File: src/rtl/mem_req_queue.sv
// mem_req_queue: buffers memory commands and write beats toward DRAM and registers DRAM responses
// Ports:
//   clk, reset                         clock, synchronous active-high reset
//   up_req_*  (valid/ready/rw/addr/tag) command stream from the core/cache top level
//   up_data_* (valid/ready/bits/mask)   write-beat stream from the top level
//   dn_req_*                            in-order command stream to DRAM
//   dn_data_* (+offset)                 released write beats to DRAM, tagged with beat index
//   dn_resp_*                           DRAM responses (no backpressure)
//   up_resp_*                           one-cycle registered copy of the DRAM responses
module mem_req_queue #(
    parameter int ADDR_BITS  = 28,
    parameter int TAG_BITS   = 5,
    parameter int DATA_BITS  = 128,
    parameter int CMD_DEPTH  = 4,
    parameter int DATA_DEPTH = 8,
    parameter int BEATS      = 4
) (
    input  logic                   clk,
    input  logic                   reset,
    input  logic                   up_req_valid,
    output logic                   up_req_ready,
    input  logic                   up_req_rw,
    input  logic [ADDR_BITS-1:0]   up_req_addr,
    input  logic [TAG_BITS-1:0]    up_req_tag,
    input  logic                   up_data_valid,
    output logic                   up_data_ready,
    input  logic [DATA_BITS-1:0]   up_data_bits,
    input  logic [DATA_BITS/8-1:0] up_data_mask,
    output logic                   dn_req_valid,
    input  logic                   dn_req_ready,
    output logic                   dn_req_rw,
    output logic [ADDR_BITS-1:0]   dn_req_addr,
    output logic [TAG_BITS-1:0]    dn_req_tag,
    output logic                   dn_data_valid,
    input  logic                   dn_data_ready,
    output logic [DATA_BITS-1:0]   dn_data_bits,
    output logic [DATA_BITS/8-1:0] dn_data_mask,
    output logic [1:0]             dn_data_offset,
    input  logic                   dn_resp_valid,
    input  logic [TAG_BITS-1:0]    dn_resp_tag,
    input  logic [DATA_BITS-1:0]   dn_resp_data,
    output logic                   up_resp_valid,
    output logic [TAG_BITS-1:0]    up_resp_tag,
    output logic [DATA_BITS-1:0]   up_resp_data
);
    localparam int MW  = DATA_BITS / 8;
    localparam int CAW = $clog2(CMD_DEPTH);
    localparam int CCW = CAW + 1;
    localparam int DAW = $clog2(DATA_DEPTH);
    localparam int DCW = DAW + 1;
    localparam logic [DCW-1:0] BEATS_W = DCW'(BEATS);

    logic                 r_cmd_rw   [CMD_DEPTH];
    logic [ADDR_BITS-1:0] r_cmd_addr [CMD_DEPTH];
    logic [TAG_BITS-1:0]  r_cmd_tag  [CMD_DEPTH];
    logic [CAW-1:0]       r_cmd_wr, r_cmd_rd;
    logic [CCW-1:0]       r_cmd_count;

    logic [DATA_BITS-1:0] r_dat_bits [DATA_DEPTH];
    logic [MW-1:0]        r_dat_mask [DATA_DEPTH];
    logic [DAW-1:0]       r_dat_wr, r_dat_rd;
    logic [DCW-1:0]       r_dat_count;
    // beats already owned by issued write commands but not yet sent
    logic [DCW-1:0]       r_released;
    logic [1:0]           r_offset;

    logic                 r_resp_valid;
    logic [TAG_BITS-1:0]  r_resp_tag;
    logic [DATA_BITS-1:0] r_resp_data;

    logic           w_cmd_empty, w_dat_empty, w_head_rw;
    logic           w_cmd_push, w_cmd_pop, w_dat_push, w_dat_pop;
    logic [DCW-1:0] w_unclaimed;

    assign w_cmd_empty = (r_cmd_count == '0);
    assign w_dat_empty = (r_dat_count == '0);
    assign w_head_rw   = r_cmd_rw[r_cmd_rd];
    assign w_unclaimed = r_dat_count - r_released;

    assign up_req_ready  = (r_cmd_count != CCW'(CMD_DEPTH));
    assign up_data_ready = (r_dat_count != DCW'(DATA_DEPTH));

    // a write waits at the head until a full burst of unowned beats is buffered
    assign dn_req_valid = !w_cmd_empty && (!w_head_rw || w_unclaimed >= BEATS_W);
    assign dn_req_rw    = !w_cmd_empty && w_head_rw;
    assign dn_req_addr  = w_cmd_empty ? '0 : r_cmd_addr[r_cmd_rd];
    assign dn_req_tag   = w_cmd_empty ? '0 : r_cmd_tag[r_cmd_rd];

    assign dn_data_valid  = !w_dat_empty && (r_released != '0);
    assign dn_data_bits   = w_dat_empty ? '0 : r_dat_bits[r_dat_rd];
    assign dn_data_mask   = w_dat_empty ? '0 : r_dat_mask[r_dat_rd];
    assign dn_data_offset = r_offset;

    assign up_resp_valid = r_resp_valid;
    assign up_resp_tag   = r_resp_tag;
    assign up_resp_data  = r_resp_data;

    assign w_cmd_push = up_req_valid && up_req_ready;
    assign w_cmd_pop  = dn_req_valid && dn_req_ready;
    assign w_dat_push = up_data_valid && up_data_ready;
    assign w_dat_pop  = dn_data_valid && dn_data_ready;

    always_ff @(posedge clk) begin
        if (w_cmd_push) begin
            r_cmd_rw[r_cmd_wr]   <= up_req_rw;
            r_cmd_addr[r_cmd_wr] <= up_req_addr;
            r_cmd_tag[r_cmd_wr]  <= up_req_tag;
        end
        if (w_dat_push) begin
            r_dat_bits[r_dat_wr] <= up_data_bits;
            r_dat_mask[r_dat_wr] <= up_data_mask;
        end
    end

    always_ff @(posedge clk) begin
        if (reset) begin
            r_cmd_wr     <= '0;
            r_cmd_rd     <= '0;
            r_cmd_count  <= '0;
            r_dat_wr     <= '0;
            r_dat_rd     <= '0;
            r_dat_count  <= '0;
            r_released   <= '0;
            r_offset     <= '0;
            r_resp_valid <= 1'b0;
            r_resp_tag   <= '0;
            r_resp_data  <= '0;
        end else begin
            if (w_cmd_push) r_cmd_wr <= r_cmd_wr + 1'b1;
            if (w_cmd_pop)  r_cmd_rd <= r_cmd_rd + 1'b1;
            if (w_dat_push) r_dat_wr <= r_dat_wr + 1'b1;
            if (w_dat_pop)  r_dat_rd <= r_dat_rd + 1'b1;
            r_cmd_count  <= r_cmd_count + CCW'(w_cmd_push) - CCW'(w_cmd_pop);
            r_dat_count  <= r_dat_count + DCW'(w_dat_push) - DCW'(w_dat_pop);
            r_released   <= r_released + ((w_cmd_pop && w_head_rw) ? BEATS_W : '0) - DCW'(w_dat_pop);
            r_offset     <= r_offset + 2'(w_dat_pop);
            r_resp_valid <= dn_resp_valid;
            if (dn_resp_valid) begin
                r_resp_tag  <= dn_resp_tag;
                r_resp_data <= dn_resp_data;
            end
        end
    end
endmodule

File: config.mk
export PLATFORM = sky130hd
export DESIGN_NAME = mem_req_queue
export DESIGN_NICKNAME = d
export VERILOG_FILES = /design/src/rtl/mem_req_queue.sv
export SDC_FILE = /design/constraint.sdc
export NUM_CORES = 1
export LEC_CHECK = 0
export ABC_AREA = 1
export CAP_MARGIN = 25
export CORE_MARGIN = 2
export CORE_UTILIZATION = 56
export DETAILED_ROUTE_END_ITERATION = 10
export PLACE_DENSITY = 0.8
export SKIP_CTS_REPAIR_TIMING = 1
export SLEW_MARGIN = 0
export SYNTH_ARGS = -nofsm -noshare
export SYNTH_HDL_FRONTEND = slang
export SYNTH_SLANG_ARGS = --single-unit
File: constraint.sdc
create_clock -name clk -period 9.7 [get_ports clk]
set_input_delay 1.455 -clock clk [delete_from_list [all_inputs] [get_ports clk]]
set_output_delay 1.455 -clock clk [all_outputs]
set_load 0.01 [all_outputs]
# [After elaboration in Yosys (flattened, before gate mapping)]
# Memory sizes are Yosys's and may differ from the RTL's. A register that Yosys moved wholly into a read port is not among the register bits.
# Cells that the tools add are included.
[totals] ff_bits=157 input_bits=318 out_inout_bits=318 ramBits=1288 word_cells=65 mem_count=5
[mem_list] memory="r_dat_bits" words=8 word_bits=128 read_ports=1 rd_clocked_by_memory_dff=1 wr=1 line="59" text="logic [DATA_BITS-1:0] r_dat_bits [DATA_DEPTH];"
[mem_list] memory="r_dat_mask" words=8 word_bits=16 read_ports=1 rd_clocked_by_memory_dff=1 wr=1 line="60" text="logic [MW-1:0] r_dat_mask [DATA_DEPTH];"
[mem_list] memory="r_cmd_addr" words=4 word_bits=28 read_ports=1 rd_clocked_by_memory_dff=1 wr=1 line="54" text="logic [ADDR_BITS-1:0] r_cmd_addr [CMD_DEPTH];"
[mem_list] memory="r_cmd_tag" words=4 word_bits=5 read_ports=1 rd_clocked_by_memory_dff=1 wr=1 line="55" text="logic [TAG_BITS-1:0] r_cmd_tag [CMD_DEPTH];"
[mem_list] memory="r_cmd_rw" words=4 word_bits=1 read_ports=1 rd_clocked_by_memory_dff=1 wr=1 line="53" text="logic r_cmd_rw [CMD_DEPTH];"
[classes] eq_ne=2 n_lt_le_gt_ge=1 reduce_logical=15 mux=19 addsub=12
[ops] cell="128-bit 2-to-1 mux" n=1
[ops] cell="28-bit 2-to-1 mux" n=1
[ops] cell="16-bit 2-to-1 mux" n=1
[ops] cell="3-bit 2-to-1 mux" n=5
[ops] cell="2-bit 2-to-1 mux" n=6
[ops] cell="1-bit logical AND" n=8
[ops] cell="4-bit by 1-bit subtractor with 4-bit output" n=2
[ops] cell="3-bit by 1-bit adder with 3-bit output, second input constant" n=2
[ops] cell="5-bit 2-to-1 mux" n=1
[ops] cell="2-bit by 1-bit adder with 2-bit output, second input constant" n=2
[ops] cell="4-bit by 1-bit adder with 4-bit output" n=1
[ops] cell="4-bit by 3-bit adder with 4-bit output" n=1
[ops] cell="4-bit by 3-bit greater-or-equal comparator with 1-bit output, second input constant" n=1
[ops] cell="4-bit zero test" n=1
[ops] cell="1-bit 2-to-1 mux" n=4
[ops] cell="4-bit inequality test, second input constant" n=1
[ops] cell="4-bit nonzero test" n=1
[ops] cell="4-bit subtractor" n=1
[ops] cell="3-bit by 1-bit adder with 3-bit output" n=1
[ops] cell="1-bit zero test" n=3
[ops] cell="3-bit zero test" n=1
[ops] cell="3-bit inequality test, second input constant" n=1
[ops] cell="3-bit by 1-bit subtractor with 3-bit output" n=1
[ops] cell="2-bit by 1-bit adder with 2-bit output" n=1
[ops] cell="1-bit logical OR" n=1

# [Logic depth before layout (Yosys ltp)]
# Gate-level depths: netlist (run 1).
[depth] ltp_word=9 ltp_mapped=18 mapped_depth_nobuf=18

# [Worst setup path before layout (run 1)]
# OpenSTA, ideal clock, no wires.
[synth_timing] path_type="input to register" start="in up_data_valid" end="mem r_dat_bits[0][0], enable pin" cell_stages=4 path_buffers=0 slack_ns=1.315 arrival_time_ns=7.736 setup_ns=0.649 cell_sequence="nand2_1 -> inv_1 -> nand2_1 -> nor2_1"
[synth_via] elab_chain_len=3
[synth_rtl] item="from (decl)" line="25" text="input logic up_data_valid,"
[synth_rtl] item="1-bit logical AND" line="100" text="assign w_dat_push = up_data_valid && up_data_ready;"
[synth_rtl] item="1-bit 2-to-1 mux" line="109" text="if (w_dat_push) begin"
[synth_rtl] item="1-bit 2-to-1 mux (implied by the code)" line="110" text="r_dat_bits[r_dat_wr] <= up_data_bits;"
[synth_rtl] item="to (decl)" line="59"
# No other way between the ends.

==> impl_metrics.json, run 1 <==
{
  "placeableCoreArea_um2": 99570,
  "report.final.slew_viol_count": 0,
  "cp-end-kind": "output pin",
  "mostFrequentLayoutCells": "nor2_1 (1569), edfxtp_1 (1288), clkdlybuf4s50_1 (634), o21ai_0 (518), o32ai_1 (288)",
  "path_clk_slew_ps": 70,
  "globalRouteTotalUtil_pct": 28.58,
  "critical_path_arrival_ps": 5390,
  "outcome": "finished clean",
  "place.detailed.instances": 6124,
  "most_instantiated_flip_flop_cell_in_the_synthesis_netlist": "edfxtp_1",
  "synth_seq_area_share_pct": 74.84,
  "setup_viol": 0,
  "grt.overflow.total": 0,
  "drc_errors": 0,
  "postSynthRegisterBits": 1450,
  "syn-mean-instance-area_um2": 12.59,
  "die_area_um2": 102600,
  "synth_cells": 4449,
  "total_negative_setup_slack_ps": 0,
  "drt-vias-per-instance": 5.978,
  "clock_sinks": 1450,
  "timing.final.crit_share_pct": 70.54,
  "route.antenna.remaining_nets": 0,
  "place_congestion": 0.7952,
  "layoutNonFillerInstCount": 6425,
  "count_of_flip_flops_with_a_built_in_enable_after_synthesis": 1288,
  "timing_hold_violations_final": 0,
  "max_cap_viol_count": 0,
  "antenna_found_initial": 33,
  "floorplan.die.width_um": 320.3,
  "min_path_type": "reg -> reg",
  "final.setup_skew_ps": 52.56,
  "routed_wl_um": 150000,
  "post_dp_cell_area_um2": 63180,
  "vdd_ir_max_mv": 0.2881,
  "slew_headroom_pct": 24.44,
  "area_growth_syn_to_layout_pct": 21.64,
  "critical_path.startpoint_type": "flop",
  "total_iterations_of_the_first_detailed_routing_run": 6,
  "p_leak_uw": 0.02300,
  "floorplan.rows": 116,
  "cts_made_buffers": 148,
  "io_buffers": 635,
  "finalCriticalPeriod_ps": 6843,
  "critical_path_class": "reg -> out",
  "finish.net_count": 5318,
  "synth.yosys.warnings": 0,
  "ys_types": 30,
  "clock_tree_from_tritoncts": "built",
  "fmax_mhz": 146.1,
  "dp_hpwl_um": 82580,
  "tightestPinTransition_ps": 1133,
  "num-fill-cells": 6547,
  "drive_gt1_share_pct": 5.825,
  "initial_cell_density_of_the_core_pct": 56.26,
  "layout_commonest_cell": "nor2_1",
  "timing.critical_path.required_ps": 8250,
  "cts_max_path_buffers": 3,
  "setup_repair_after_global_routing_missed_its_margin": "false",
  "ioPinCount": 636,
  "syn_area_um2": 56010,
  "timing.critical_path.fanout_max": 225,
  "die_h_um": 320.3,
  "vias_in_the_first_global_route": 37640,
  "h_tree_level_count": 4,
  "grt_first_pass_wirelength_um": 221800,
  "drt_iter0_markers": 4387,
  "wire_per_inst_um": 23.34,
  "vias": 38410,
  "cts_root_buffer": "clkbuf_16",
  "synth.net_count": 4789,
  "final_design_area_no_fill_um2": 68140,
  "clock_insertion_delay_worst_skew_ps": 780,
  "synthArstFlopShare_pct": 0,
  "power-per-cell-area_nw_per_um2": 268.5,
  "grt_max_degree": 262
}
## area by class of cell
cell class              count  area, µm²  area share, %
multi-input cells        2638      12580          18.46
flip-flops and latches   1450      41930          61.54
repair buffers            687       6857          10.06
clock inverters            71      754.5          1.107
diodes                     28      70.07         0.1028
clock buffers             200       4094          6.008
well taps                1298       1624          2.383
inverters                  53      225.2         0.3305
## metrics by stage
step	power [µW]	setup WS, ps	hold slack (ps)	utilization, %
2_1_floorplan	10450	1315	461.3	-
3_3_place_gp	12590	3771	473.1	63.46
3_5_place_dp	12710	3668	480.8	63.46
4_1_cts	18330	2828	496.6	68.32
5_1_grt	19040	2540	523.8	68.41
6_report	18300	2857	494.1	68.44
## registers in the layout, indices dropped and copies added (netlist names), 3 cells and up, named ones only
register	cells
r_released	4
r_dat_count	4
r_cmd_tag	20
r_cmd_addr	112
r_dat_bits	1024
r_dat_rd	3
r_dat_wr	3
up_resp_data	128
r_dat_mask	128
r_cmd_rw	4
up_resp_tag	5
r_cmd_count	3
## report_power, final
group          total (µW)  internal (µW)  switching [µW]
logic                5250           2040            3210
clock network        5620           3230            2390
registers            7420           7250             173
total               18300          12500            5780
## cells in the mapped netlist, types with 7 or more instances
cell         n  share of area [%]
nor2_1    1581                 11
edfxtp_1  1288                 69
o21ai_0    518                4.6
o32ai_1    288                4.5
clkbuf_1   192                1.3
dfxtp_1    162                5.8
o21ai_1    120                1.1
buf_2       64               0.57
a21oi_1     48               0.43
inv_1       48               0.32
nand2_1     38               0.25
buf_1       22               0.15
ha_1        19               0.42
buf_4       16               0.21
buf_6       14               0.28
nand3_1      7              0.063
## worst paths after layout
check	from	to	slack [ps]	depth (start not counted)
setup / recovery	flop	dn_data_mask[0]	2860	8
hold / removal	up_resp_data[51]	up_resp_data[51]	490	2
setup reg to reg	r_dat_count[2]	r_dat_count[2]	6110	15
hold reg to reg	up_resp_data[51]	up_resp_data[51]	490	2
## kinds of logic (layout without fill, tap and decap cells)
| family | count (synthesis) | count (layout) | synth area share (%) |
|---|---|---|---|
| xor+xnor | 6 | 6 | 0.09383 |
| flops | 1450 | 1450 | 74.84 |
| simple gates | 1633 | 1633 | 11.00 |
| fa+ha+maj | 22 | 22 | 0.5316 |
| buf+inv | 361 | 1011 | 2.859 |
| compound gates | 977 | 977 | 10.67 |
| other cells | 0 | 28 | 0 |
## metal layers
layer	up-vias	track usage [%]	share of wire, %	routed length [µm]
li1	17160	-	-	-
met2	1929	47.00	49	74070
met5	-	0	0.085	128
met3	335	7.501	9.2	13850
met1	18960	34.77	37	55260
met4	20	15.26	4.4	6663
## worst max-delay path, stage by stage, from the launching register on
cell and delay, ps:
dfxtp_4 910, buf_12 660, buf_12 610, buf_4 730, nor2_1 130, o32ai_1 360, o21ai_1 130, nor2_1 180
clkdlybuf4s50_1 620
Note: power is estimated with default switching activity, not from simulation.
==> inputs of run 2 (changes only) <==
==> constraint.sdc (replaced) <==
create_clock -name clk -period 6.4 [get_ports clk]
set_input_delay 0.96 -clock clk [delete_from_list [all_inputs] [get_ports clk]]
set_output_delay 0.96 -clock clk [all_outputs]
set_load 0.01 [all_outputs]
==> impl_metrics.json, run 2 (same netlist as run 1, synthesis figures left out) <==
{
  "placeableCoreArea_um2": 99570,
  "p_leak_uw": 0.02305,
  "final.setup_skew_ps": 24.31,
  "power.total_uw": 27590,
  "total_iterations_of_the_first_detailed_routing_run": 6,
  "p_clk_share_pct": 30.3,
  "seqCellArea_um2": 41930,
  "cp_num_buf_inv": 3,
  "finish.net_count": 5327,
  "cts_root_buffer": "clkbuf_16",
  "setup_viol": 0,
  "power-per-cell-area_nw_per_um2": 403.9,
  "drt-vias-per-instance": 5.956,
  "tightestPinTransition_ps": 1070,
  "wire_per_inst_um": 22.57,
  "ioPinCount": 636,
  "timing.final.crit_share_pct": 77.60,
  "clock_tree_from_tritoncts": "built",
  "vias_in_the_first_global_route": 37450,
  "route.antenna.remaining_nets": 0,
  "clock_insertion_delay_worst_skew_ps": 770,
  "timing.hold.worst.start": "r_dat_wr[0]",
  "vdd_ir_max_mv": 0.3029,
  "floorplan.rows": 116,
  "crit_path_slowest_cell": "dfxtp_4",
  "internal_power_uw": 18920,
  "area_growth_syn_to_layout_pct": 21.96,
  "place_congestion": 0.7847,
  "timing.critical_path.required_ps": 5440,
  "mostFrequentLayoutCells": "nor2_1 (1569), edfxtp_1 (1288), clkdlybuf4s50_1 (634), o21ai_0 (518), o32ai_1 (288)",
  "timing.critical_path.fanout_max": 141,
  "cp-end-kind": "output pin",
  "io_buffers": 635,
  "cp_cell_sequence": "buf_12 -> buf_12 -> nor2_1 -> o32ai_1 -> o21ai_1 -> nor2_1 -> clkdlybuf4s50_1",
  "timing_hold_violations_final": 0,
  "setup_repair_after_global_routing_missed_its_margin": "false",
  "routed_wl_um": 145000,
  "floorplan.die.width_um": 320.3,
  "critical_path.startpoint_type": "flop",
  "path_clk_slew_ps": 60,
  "switching_power_uw": 8670,
  "cts_max_path_buffers": 3,
  "total_negative_setup_slack_ps": 0,
  "vias": 38260,
  "critical_path_arrival_ps": 4010,
  "number_of_flip_flops_in_the_largest_register": 1024,
  "die_h_um": 320.3,
  "grt_max_degree": 218,
  "grt.overflow.total": 0,
  "sequentialPowerShare_pct": 40.7,
  "drt_iter0_markers": 3813,
  "outcome": "finished clean",
  "fmax_mhz": 201.3,
  "layout_commonest_cell": "nor2_1",
  "num-fill-cells": 6483,
  "largest-register": "r_dat_bits",
  "finalCriticalPeriod_ps": 4967,
  "multi_input_area_um2": 12600,
  "globalRouteTotalUtil_pct": 27.73,
  "report.final.slew_viol_count": 0,
  "drive_gt1_share_pct": 5.759,
  "die_area_um2": 102600,
  "min_path_type": "reg -> reg",
  "critical_path_class": "reg -> out",
  "antenna_found_initial": 32,
  "h_tree_level_count": 4,
  "grt_first_pass_wirelength_um": 216600,
  "net_switching_share_of_the_total_power_pct": 31.42,
  "cp_top_family": "buffers and inverters",
  "clock_sinks": 1450,
  "timing.rr.start": "r_dat_count[2]",
  "hold-worst-slack_ps": 492.8,
  "post-place-ws_ps": 2334,
  "slew_headroom_pct": 28.68,
  "initial_cell_density_of_the_core_pct": 56.26,
  "timing.critical_path.slowest_cell_delay_ps": 830,
  "final_worst_setup_slack_ps": 1433,
  "cts_made_buffers": 145,
  "max_cap_viol_count": 0,
  "comb_power_share_pct": 29.0,
  "drc_errors": 0,
  "dp_hpwl_um": 78030
}
run 2: cell count changes in the layout (fill, tap and decap cells not counted), sizes merged:
cell	delta
buf	+12
diode	-7
bufinv	+2
clkinvlp	-1
inv	+1
clkinv	+3
clkbuf	-11
run 2: cell type report:
class,instances,share of cell area [%]
Sequential cell,1450,61.38
Multi-Input combinational cell,2638,18.44
Timing Repair Buffer,699,10.47
Clock buffer,189,5.716
Tap cell,1298,2.377
Clock inverter,76,1.205
Inverter,53,0.3297
Antenna cell,21,0.07693
run 2: worst register-to-register path, cell delays in order, from the launching register on:
cell and delay, ps:
dfxtp_1 340, inv_1 80, ha_1 240, nand3_4 500, buf_12 400, nand2_1 140
inv_1 100, nand2_1 70, inv_1 270, ha_1 300, inv_1 60, ha_1 130
inv_1 70, fa_1 420, xor2_1 150, nor2_1 50
run 2: final timing paths:
kind,end,slack [ps],cells past startpoint
setup reg to reg,r_dat_count[2],2970,15
hold / removal,r_dat_wr[0],490,2
hold reg to reg,r_dat_wr[0],490,2
setup / recovery,dn_data_bits[122],1430,7
run 2: per-stage QoR:
stage / util, % / area, µm² / instances
after floorplan: - / 56020 / 4449
after global placement: 63.74 / 63460 / 6135
after detailed placement: 63.76 / 63480 / 6136
after CTS: 68.51 / 68210 / 6401
after global routing: 68.60 / 68300 / 6418
final: 68.61 / 68310 / 6424
run 2: power groups by stage:
stage               clock, µW  sequential, µW  combinational [µW]
floorplan                   0           11400                4400
global placement            0           11400                7710
detailed placement          0           11400                7880
CTS                      8450           11200                7970
global route             8810           11300                8650
finish                   8350           11200                8010
run 2: metal layers:
metal,track usage (%),routed length (µm)
met2,45.78,70520
met3,7.230,13830
met4,12.30,5432
met5,0,199
met1,34.68,55010
